==> config.mk <==
export PLATFORM = sky130hd
export DESIGN_NAME = devil_snoop_ctrl
export DESIGN_NICKNAME = d
export VERILOG_FILES = /design/src/rtl/devil_snoop_ctrl.sv
export SDC_FILE = /design/constraint.sdc
export NUM_CORES = 1
export LEC_CHECK = 0
export BUFFER_PORTS_ARGS = -buffer_cell sky130_fd_sc_hd__buf_4
export CAP_MARGIN = 20
export CORE_UTILIZATION = 53
export CTS_CLUSTER_SIZE = 24
export DETAILED_ROUTE_END_ITERATION = 8
export PLACE_DENSITY = 0.76
export SYNTH_ARGS = -nofsm -noshare
export SYNTH_HDL_FRONTEND = slang
export SYNTH_SLANG_ARGS = --single-unit
==> constraint.sdc <==
create_clock -name clk_100MHz -period 14.9 [get_ports clk_100MHz]
set_clock_uncertainty 0.05 [all_clocks]
set_input_delay 2.98 -clock clk_100MHz [delete_from_list [all_inputs] [get_ports clk_100MHz]]
set_output_delay 2.98 -clock clk_100MHz [all_outputs]
set_load 0.005 [all_outputs]
==> src/rtl/devil_snoop_ctrl.sv <==
// rtl/devil_snoop_ctrl.sv - ACE snoop-response manipulator with AXI4-Lite CSRs and a 4-beat AXI4 leak reader
// Delays/rewrites CR responses for matching AC snoops; copies four memory words into read-only CSRs.
module devil_snoop_ctrl #(
  parameter int AC_ADDR_W = 44,
  parameter int M_ADDR_W  = 32,
  parameter int DATA_W    = 32
) (
  input  logic                 clk_100MHz,
  input  logic                 reset,
  input  logic                 acvalid,
  output logic                 acready,
  input  logic [AC_ADDR_W-1:0] acaddr,
  input  logic [3:0]           acsnoop,
  output logic                 crvalid,
  input  logic                 crready,
  output logic [4:0]           crresp,
  input  logic [5:0]           s_axi_awaddr,
  input  logic                 s_axi_awvalid,
  output logic                 s_axi_awready,
  input  logic [DATA_W-1:0]    s_axi_wdata,
  input  logic [DATA_W/8-1:0]  s_axi_wstrb,
  input  logic                 s_axi_wvalid,
  output logic                 s_axi_wready,
  output logic [1:0]           s_axi_bresp,
  output logic                 s_axi_bvalid,
  input  logic                 s_axi_bready,
  input  logic [5:0]           s_axi_araddr,
  input  logic                 s_axi_arvalid,
  output logic                 s_axi_arready,
  output logic [DATA_W-1:0]    s_axi_rdata,
  output logic [1:0]           s_axi_rresp,
  output logic                 s_axi_rvalid,
  input  logic                 s_axi_rready,
  output logic [M_ADDR_W-1:0]  m_axi_araddr,
  output logic [7:0]           m_axi_arlen,
  output logic [2:0]           m_axi_arsize,
  output logic [1:0]           m_axi_arburst,
  output logic                 m_axi_arvalid,
  input  logic                 m_axi_arready,
  input  logic [DATA_W-1:0]    m_axi_rdata,
  input  logic [1:0]           m_axi_rresp,
  input  logic                 m_axi_rlast,
  input  logic                 m_axi_rvalid,
  output logic                 m_axi_rready
);

  typedef enum logic [1:0] {S_IDLE, S_WAIT, S_RESP} snoop_state_t;
  typedef enum logic [1:0] {L_IDLE, L_AR, L_R} leak_state_t;

  snoop_state_t         s_state, s_next;
  leak_state_t          l_state, l_next;

  logic [31:0]          ctrl_q, delay_q, acsnoop_q, base_q, size_q;
  logic [1:0]           status_q;
  logic [31:0]          leak_q [4];
  logic [31:0]          cnt_q;
  logic [4:0]           resp_q;
  logic                 osh_q;
  logic                 en_q;
  logic [1:0]           beat_q;
  logic [M_ADDR_W-1:0]  leak_addr_q;
  logic                 bvalid_q, rvalid_q;
  logic [31:0]          rdata_q;

  logic [31:0]          wmask, rd_word;
  logic                 wr_fire, rd_fire;
  logic [1:0]           status_set, status_clr;
  logic [3:0]           test, func;
  logic [32:0]          ac_lo, win_hi;
  logic                 addr_hit, match, attack;
  logic                 ac_hs, cr_hs, en_rise, leak_done;
  logic                 unused_rresp;

  // Response status of leak beats is deliberately ignored; data is stored regardless.
  assign unused_rresp = &{1'b0, m_axi_rresp};

  function automatic logic [31:0] merge(input logic [31:0] cur, input logic [31:0] nw,
                                        input logic [31:0] m);
    return (cur & ~m) | (nw & m);
  endfunction

  assign test     = ctrl_q[4:1];
  assign func     = ctrl_q[8:5];
  assign ac_lo    = {1'b0, acaddr[31:0]};
  assign win_hi   = {1'b0, base_q} + {1'b0, size_q};
  assign addr_hit = (acaddr[AC_ADDR_W-1:32] == '0) && (ac_lo >= {1'b0, base_q}) && (ac_lo < win_hi);
  assign match    = (!ctrl_q[14] || (acsnoop == acsnoop_q[3:0])) && (!ctrl_q[15] || addr_hit);
  assign attack   = ctrl_q[0] && (test == 4'd1) && match &&
                    (((func == 4'd0) && ctrl_q[16] && !status_q[0]) || ((func == 4'd1) && ctrl_q[17]));

  always_ff @(posedge clk_100MHz or posedge reset) begin
    if (reset) s_state <= S_IDLE;
    else       s_state <= s_next;
  end

  always_comb begin
    s_next  = s_state;
    acready = 1'b0;
    crvalid = 1'b0;
    case (s_state)
      S_IDLE: begin
        acready = 1'b1;
        if (acvalid) s_next = S_WAIT;
      end
      S_WAIT: if (cnt_q == '0) s_next = S_RESP;
      S_RESP: begin
        crvalid = 1'b1;
        if (crready) s_next = S_IDLE;
      end
      default: s_next = S_IDLE;
    endcase
  end

  assign ac_hs  = acvalid && acready;
  assign cr_hs  = crvalid && crready;
  assign crresp = resp_q;

  // Attack decision and response code are frozen at the AC handshake.
  always_ff @(posedge clk_100MHz or posedge reset) begin
    if (reset) begin
      cnt_q  <= '0;
      resp_q <= '0;
      osh_q  <= 1'b0;
    end else if (ac_hs) begin
      cnt_q  <= attack ? delay_q : 32'd0;
      resp_q <= attack ? ctrl_q[13:9] : 5'd0;
      osh_q  <= attack && (func == 4'd0);
    end else if ((s_state == S_WAIT) && (cnt_q != '0)) begin
      cnt_q  <= cnt_q - 32'd1;
    end
  end

  assign en_rise = ctrl_q[0] && !en_q && (test == 4'd0);

  always_ff @(posedge clk_100MHz or posedge reset) begin
    if (reset) l_state <= L_IDLE;
    else       l_state <= l_next;
  end

  always_comb begin
    l_next        = l_state;
    m_axi_arvalid = 1'b0;
    m_axi_rready  = 1'b0;
    leak_done     = 1'b0;
    case (l_state)
      L_IDLE: if (en_rise) l_next = L_AR;
      L_AR: begin
        m_axi_arvalid = 1'b1;
        if (m_axi_arready) l_next = L_R;
      end
      L_R: begin
        m_axi_rready = 1'b1;
        if (m_axi_rvalid && m_axi_rlast) begin
          leak_done = 1'b1;
          l_next    = L_IDLE;
        end
      end
      default: l_next = L_IDLE;
    endcase
  end

  assign m_axi_araddr  = leak_addr_q;
  assign m_axi_arlen   = 8'd3;
  assign m_axi_arsize  = 3'd2;
  assign m_axi_arburst = 2'b01;

  always_ff @(posedge clk_100MHz or posedge reset) begin
    if (reset) begin
      en_q        <= 1'b0;
      beat_q      <= '0;
      leak_addr_q <= '0;
      for (int i = 0; i < 4; i++) leak_q[i] <= '0;
    end else begin
      en_q <= ctrl_q[0];
      if ((l_state == L_IDLE) && en_rise) begin
        leak_addr_q <= {base_q[M_ADDR_W-1:2], 2'b00};
        beat_q      <= '0;
      end else if ((l_state == L_R) && m_axi_rvalid) begin
        leak_q[beat_q] <= m_axi_rdata;
        beat_q         <= beat_q + 2'd1;
      end
    end
  end

  assign wmask         = {{8{s_axi_wstrb[3]}}, {8{s_axi_wstrb[2]}}, {8{s_axi_wstrb[1]}}, {8{s_axi_wstrb[0]}}};
  assign wr_fire       = s_axi_awvalid && s_axi_wvalid && !bvalid_q;
  assign s_axi_awready = wr_fire;
  assign s_axi_wready  = wr_fire;
  assign s_axi_bvalid  = bvalid_q;
  assign s_axi_bresp   = 2'b00;
  assign status_set    = {leak_done, cr_hs && osh_q};
  assign status_clr    = (wr_fire && (s_axi_awaddr == 6'h04)) ? (s_axi_wdata[1:0] & wmask[1:0]) : 2'b00;

  always_ff @(posedge clk_100MHz or posedge reset) begin
    if (reset) begin
      ctrl_q    <= '0;
      delay_q   <= '0;
      acsnoop_q <= '0;
      base_q    <= '0;
      size_q    <= '0;
      status_q  <= '0;
      bvalid_q  <= 1'b0;
    end else begin
      status_q <= (status_q & ~status_clr) | status_set;
      if (wr_fire) begin
        case (s_axi_awaddr)
          6'h00:   ctrl_q    <= merge(ctrl_q, s_axi_wdata, wmask);
          6'h08:   delay_q   <= merge(delay_q, s_axi_wdata, wmask);
          6'h0C:   acsnoop_q <= merge(acsnoop_q, s_axi_wdata, wmask);
          6'h10:   base_q    <= merge(base_q, s_axi_wdata, wmask);
          6'h14:   size_q    <= merge(size_q, s_axi_wdata, wmask);
          default: ;
        endcase
      end
      if (wr_fire)           bvalid_q <= 1'b1;
      else if (s_axi_bready) bvalid_q <= 1'b0;
    end
  end

  always_comb begin
    rd_word = '0;
    case (s_axi_araddr)
      6'h00:   rd_word = ctrl_q;
      6'h04:   rd_word = {30'd0, status_q};
      6'h08:   rd_word = delay_q;
      6'h0C:   rd_word = acsnoop_q;
      6'h10:   rd_word = base_q;
      6'h14:   rd_word = size_q;
      6'h18:   rd_word = leak_q[0];
      6'h1C:   rd_word = leak_q[1];
      6'h20:   rd_word = leak_q[2];
      6'h24:   rd_word = leak_q[3];
      default: rd_word = '0;
    endcase
  end

  assign rd_fire       = s_axi_arvalid && !rvalid_q;
  assign s_axi_arready = !rvalid_q;
  assign s_axi_rvalid  = rvalid_q;
  assign s_axi_rdata   = rdata_q;
  assign s_axi_rresp   = 2'b00;

  always_ff @(posedge clk_100MHz or posedge reset) begin
    if (reset) begin
      rvalid_q <= 1'b0;
      rdata_q  <= '0;
    end else if (rd_fire) begin
      rvalid_q <= 1'b1;
      rdata_q  <= rd_word;
    end else if (s_axi_rready) begin
      rvalid_q <= 1'b0;
    end
  end

endmodule

# --- After elaboration in Yosys (flattened, before gate mapping) ---
# Index checks and enable logic that the tools add are counted.
# Widths: inputs -> output; s select.
word_totals:
  register_bits: 399
  latchBits: 0
  mem_bits_rw: 0
  mem_bits_ro: 0
  inputBits: 142
  output_inout_bits: 95
  word_cells: 156
  memories: 0
op_classes:
  n_addsub: 3
  mul: 0
  div: 0
  magnitude_cmp: 4
  n_eq_ne: 27
  shifts: 0
  muxes: 29
  bitwise: 18
  reduce_logical: 54
ops:
  columns: ["op", "n"]
  rows:
  - ["$pmux 32 s10", 1]
  - ["$and 32x32->32", 6]
  - ["$or 32x32->32", 5]
  - ["$bwmux 128", 1]
  - ["$mux 32", 4]
  - ["$demux 32 s2", 1]
  - ["$eq 6x5->1 const B", 6]
  - ["$add 32x32->33", 1]
  - ["$lt 32x33->1", 1]
  - ["$ge 32x32->1", 1]
  - ["$logic_not 32->1", 1]
  - ["$not 32->32", 1]
  - ["$reduce_bool 32->1", 1]
  - ["$sub 32x1->32 const B", 1]
  - ["$eq 6x4->1 const B", 4]
  - ["$logic_and 1x1->1", 24]
  - ["$mux 2", 9]
  - ["$eq 6x3->1 const B", 2]
  - ["$eq 6x6->1 const B", 2]
  - ["$logic_not 12->1", 1]
  - ["$logic_not 6->1", 2]
  - ["$ne 2x2->1 const B", 6]
  - ["$pmux 2 s3", 2]
  - ["$reduce_and 2->1", 6]
  - ["other kinds (20)", 46]

# --- Depth between registers and ports, before layout ---
logic_depth:
  ltp_word: 9
  mapped_depth: 21
  mapped_depth_nobuf: 19

# --- Worst setup path before layout ---
# OpenSTA, ideal clock, no wires.
synth_timing:
  kind: "input port to output port"
  from: "input port s_axi_awvalid"
  to: "output port s_axi_wready"
  t_arrival_ps: 3253
  required_ps: 11870
  path_slack_ps: 8617
  path_stages: 3
  path_buffers: 1
  cell_sequence: "nand3_1 inv_1 buf_4"
synth_via:
  elab_chain_cells: 2
synth_lines:
  columns: ["element", "line", "text"]
  rows:
  - ["start, declared", "18", "input logic s_axi_awvalid,"]
  - ["$logic_and 1x1->1 (2 in a row)", "186", "assign wr_fire = s_axi_awvalid && s_axi_wvalid && !bvalid_q;"]
  - ["end, declared", "23", "output logic s_axi_wready,"]
# No other way between the ends.

# --- Final worst setup path ---
layout_timing:
  from: "input port s_axi_awvalid"
  to: "output port s_axi_awready"
layout_via:
  elab_chain_cells: 2
layout_lines:
  columns: ["element", "line", "text"]
  rows:
  - ["$logic_and 1x1->1 (2 in a row)", "186", null]
  - ["end, declared", "19", "output logic s_axi_awready,"]
# No other way between the ends.

==> metrics.csv <==
stage,metric,value,unit
worst_setup_path,WP data required,11.87,ns
floorplanning,num rows,71,
synthesis,Post-synth EDFFs,0,
power,clock power share,0.373,
grt,initial antenna violation count,6,
clock_tree,total CTS buffers,42,
layout,layout cell share with drive strength beyond 1,0.316,
timing,RSZ-0062 raised after global routing,no,
placement,HPWL Detailed,41600,µm
worst_setup_path,Crit path largest cell delay,0.13,ns
worst_setup_path,crit-path cells,"buf_4, nand3_1, inv_1, buf_4",
worst_setup_path,CP Launch Type,input pin,
clock_tree,clk buf depth,3,
clock_tree,Root Buffer,clkbuf_16,
power,PwrDens,129,nW/µm²
run_status,outcome,completed,
synthesis,Syn Area/Cell,11.6,µm²
placement,DP Area,22300,µm²
worst_setup_path,"Slowest-stage cell, CP",buf_4,
power,sw frac,0.273,
synthesis,"flops & latches, synth",399,
layout,area grow syn2layout,18.6,%
min_path,Hold Crit Class,reg2reg,
power,Flop pwr share,0.446,
floorplanning,starting density of the core,0.538,
worst_setup_path,cell family contributing the most delay on the critical path,buffers and inverters,
clock_tree,Clock Sink Count,399,
layout,design area,24000,µm²
grt,first-pass GRT wire length,91600,µm
worst_setup_path,CP Buf/Inv Count,3,
worst_setup_path,CP dominant cell by count,buf_4,
placement,Placer Congestion,0.882,
synthesis,register area share after synthesis,0.494,
clock_tree,clock-pin slew on the worst setup and hold paths,0.06,ns
job,max cap viols,0,
clock_tree,Setup Buffers After CTS,0,
layout,Final #Nets,2185,
grt,vias in the first global route,15600,
routing,Avg Vias per Cell,6.30,
worst_setup_path,crit-path max FO,3,
timing,setup tns final,0,ns
clock_tree,Resize count post-CTS,0,
synthesis,Post-Synthesis Cells,1737,
timing,f_max,156,MHz
grt,largest net degree at the start of global routing,132,
floorplanning,# IOs,237,
power,Internal,2.25,mW
timing,Least-Margin Pin Slew,1.17,ns
worst_setup_path,CP Class,in2out,
synthesis,"Top FF cell, synth",dfrtp_1,
worst_setup_path,WP data arrival,3.37,ns
routing,Routed Antenna Nets,0,
routing,drt first pass iters,7,
timing,Setup Viol. Count Final,0,
routing,Starting DRT DRC Count,1446,
timing,max-slew violations,0,
floorplanning,Core Region,37600,µm²
timing,Final Hold Fails,0,
grt,total track usage,0.311,
synthesis,synth warn,0,
layout,final core occ,0.637,
timing,Min Hold Slack,0.404,ns
timing,worst rel slew slack,0.221,
synthesis,"Distinct cells, synth",68,
routing,final WL,59900,µm
routing,vias,15700,
routing,Routed WL per cell,24.1,µm
floorplanning,DIE AREA,38900,µm²
floorplanning,Die Wd,197,µm
power,Worst VDD drop,0.0799,mV
timing,Tmin final,6.40,ns
synthesis,ys async rst share,1.00,
clock_tree,clk_lat worst skew,0.56,ns
power,P_sw,845,µW
routing,DR DRC count,0,
clock_tree,hold_buf cts,0,
timing,post-route clock period utilization,0.430,
layout,post-route non-filler standard cell count,2488,
clock_tree,H-tree levels,2,
grt,gr ovfl total,0,
clock_tree,CTS tree,yes,
placement,# placed instances,2403,
power,Leakage,11.6,nW
worst_setup_path,crit end category,output pin,
placement,# port buffers,215,
floorplanning,Die Y,197,µm
synthesis,"Cell Area, Synth",20200,µm²
power,Comb power frac,0.181,
==> area by class of cell <==
class                           count  area (µm²)
Fill cell                        2906       13600
Sequential cell                   399        9980
Multi-Input combinational cell   1204        9710
Timing Repair Buffer              236        1860
Clock buffer                       61        1270
Tap cell                          511         639
Clock inverter                     15         258
Inverter                           59         229
Antenna cell                        3        7.51
==> metal layers <==
metal  up-vias  routed length (µm)  track usage  part of all wire
li1       6915                   -            -                 -
met1      7849               24900        0.428              0.42
met2       768               27200        0.478              0.45
met3       142                5750       0.0751             0.096
met4         6                2020        0.118             0.034
met5         -                  41            0           0.00068
==> cells by family after synthesis <==
kind of cell	after synthesis	synth area share
AO/OA/AOI/OAI	403	0.143
flip-flops	399	0.494
AND/OR/NAND/NOR	340	0.0841
multiplexers	289	0.161
buffers and inverters	151	0.0322
adder cells (fa/ha/maj)	101	0.0629
XOR/XNOR	52	0.0225
other	2	0.000372
==> layout by cell type, fill, tap and decap left out, types with 31 or more instances in the layout <==
cell	n
clkbuf_16	45
mux2_2	288
a21o_1	31
nand3_1	39
buf_4	229
a222oi_1	34
nor2_1	34
inv_1	58
a21oi_1	51
dfrtp_1	399
nand2_1	128
a221oi_1	34
a22oi_1	60
ha_1	100
o21ai_0	89
==> power groups by stage <==
stage / combinational [mW] / clock, mW / sequential, mW
2_1_floorplan: 0.411 / 0 / 1.36
3_3_place_gp: 0.531 / 0 / 1.38
3_5_place_dp: 0.554 / 0 / 1.39
4_1_cts: 0.558 / 1.16 / 1.37
5_1_grt: 0.615 / 1.21 / 1.40
6_report: 0.561 / 1.15 / 1.38
==> stage by stage <==
stage          setup slack, ns  power [mW]
2_1_floorplan            0.774        1.77
3_3_place_gp              8.50        1.91
3_5_place_dp              8.50        1.95
4_1_cts                   8.49        3.10
5_1_grt                   8.47        3.22
6_report                  8.50        3.09
==> worst register-to-register path: cells and delay by family (launching register included) <==
kind / cells / cell delay (ns)
compound gates: 13 / 4.09
xor+xnor: 1 / 0.18
flops: 1 / 0.49
fa+ha+maj: 2 / 0.67
simple gates: 2 / 0.21
==> synthesized netlist by cell type (all sizes together) (4+ instances only) <==
cell	count	area [µm²]
nor4	18	128
a21o	31	233
and2	4	25.0
mux2	288	3240
nor2	41	161
dfrtp	399	9980
o211ai	15	113
buf	37	223
o31ai	4	30.0
a2111oi	4	41.3
ha	100	1250
and4	5	43.8
xor2	24	210
o21bai	5	37.5
nand2b	17	109
nand2	135	509
o21a	7	52.6
or4	9	71.3
clkbuf	55	206
a21oi	52	264
xnor2	28	245
nor2b	8	50.1
nor3	23	115
a22o	28	245
nand4	17	106
a222oi	34	340
a22oi	60	450
a31oi	7	43.8
a221oi	34	298
a211oi	11	82.6
inv	59	221
nand3	40	205
or3	6	42.5
o21ai	89	445
==> path summary, 6_finish.rpt <==
kind	startpoint	endpoint	slack, ns	cells past startpoint
min	flop	en_q	0.40	0
max in group asynchronous	reset	leak_q[120]	9.76	4
min reg2reg	flop	en_q	0.40	0
max reg2reg	flop	cnt_q[13]	9.16	18
max	s_axi_awvalid	s_axi_awready	8.50	4
min in group asynchronous	reset	m_axi_araddr[7]	2.57	2
(Power assumes the default switching activity.)
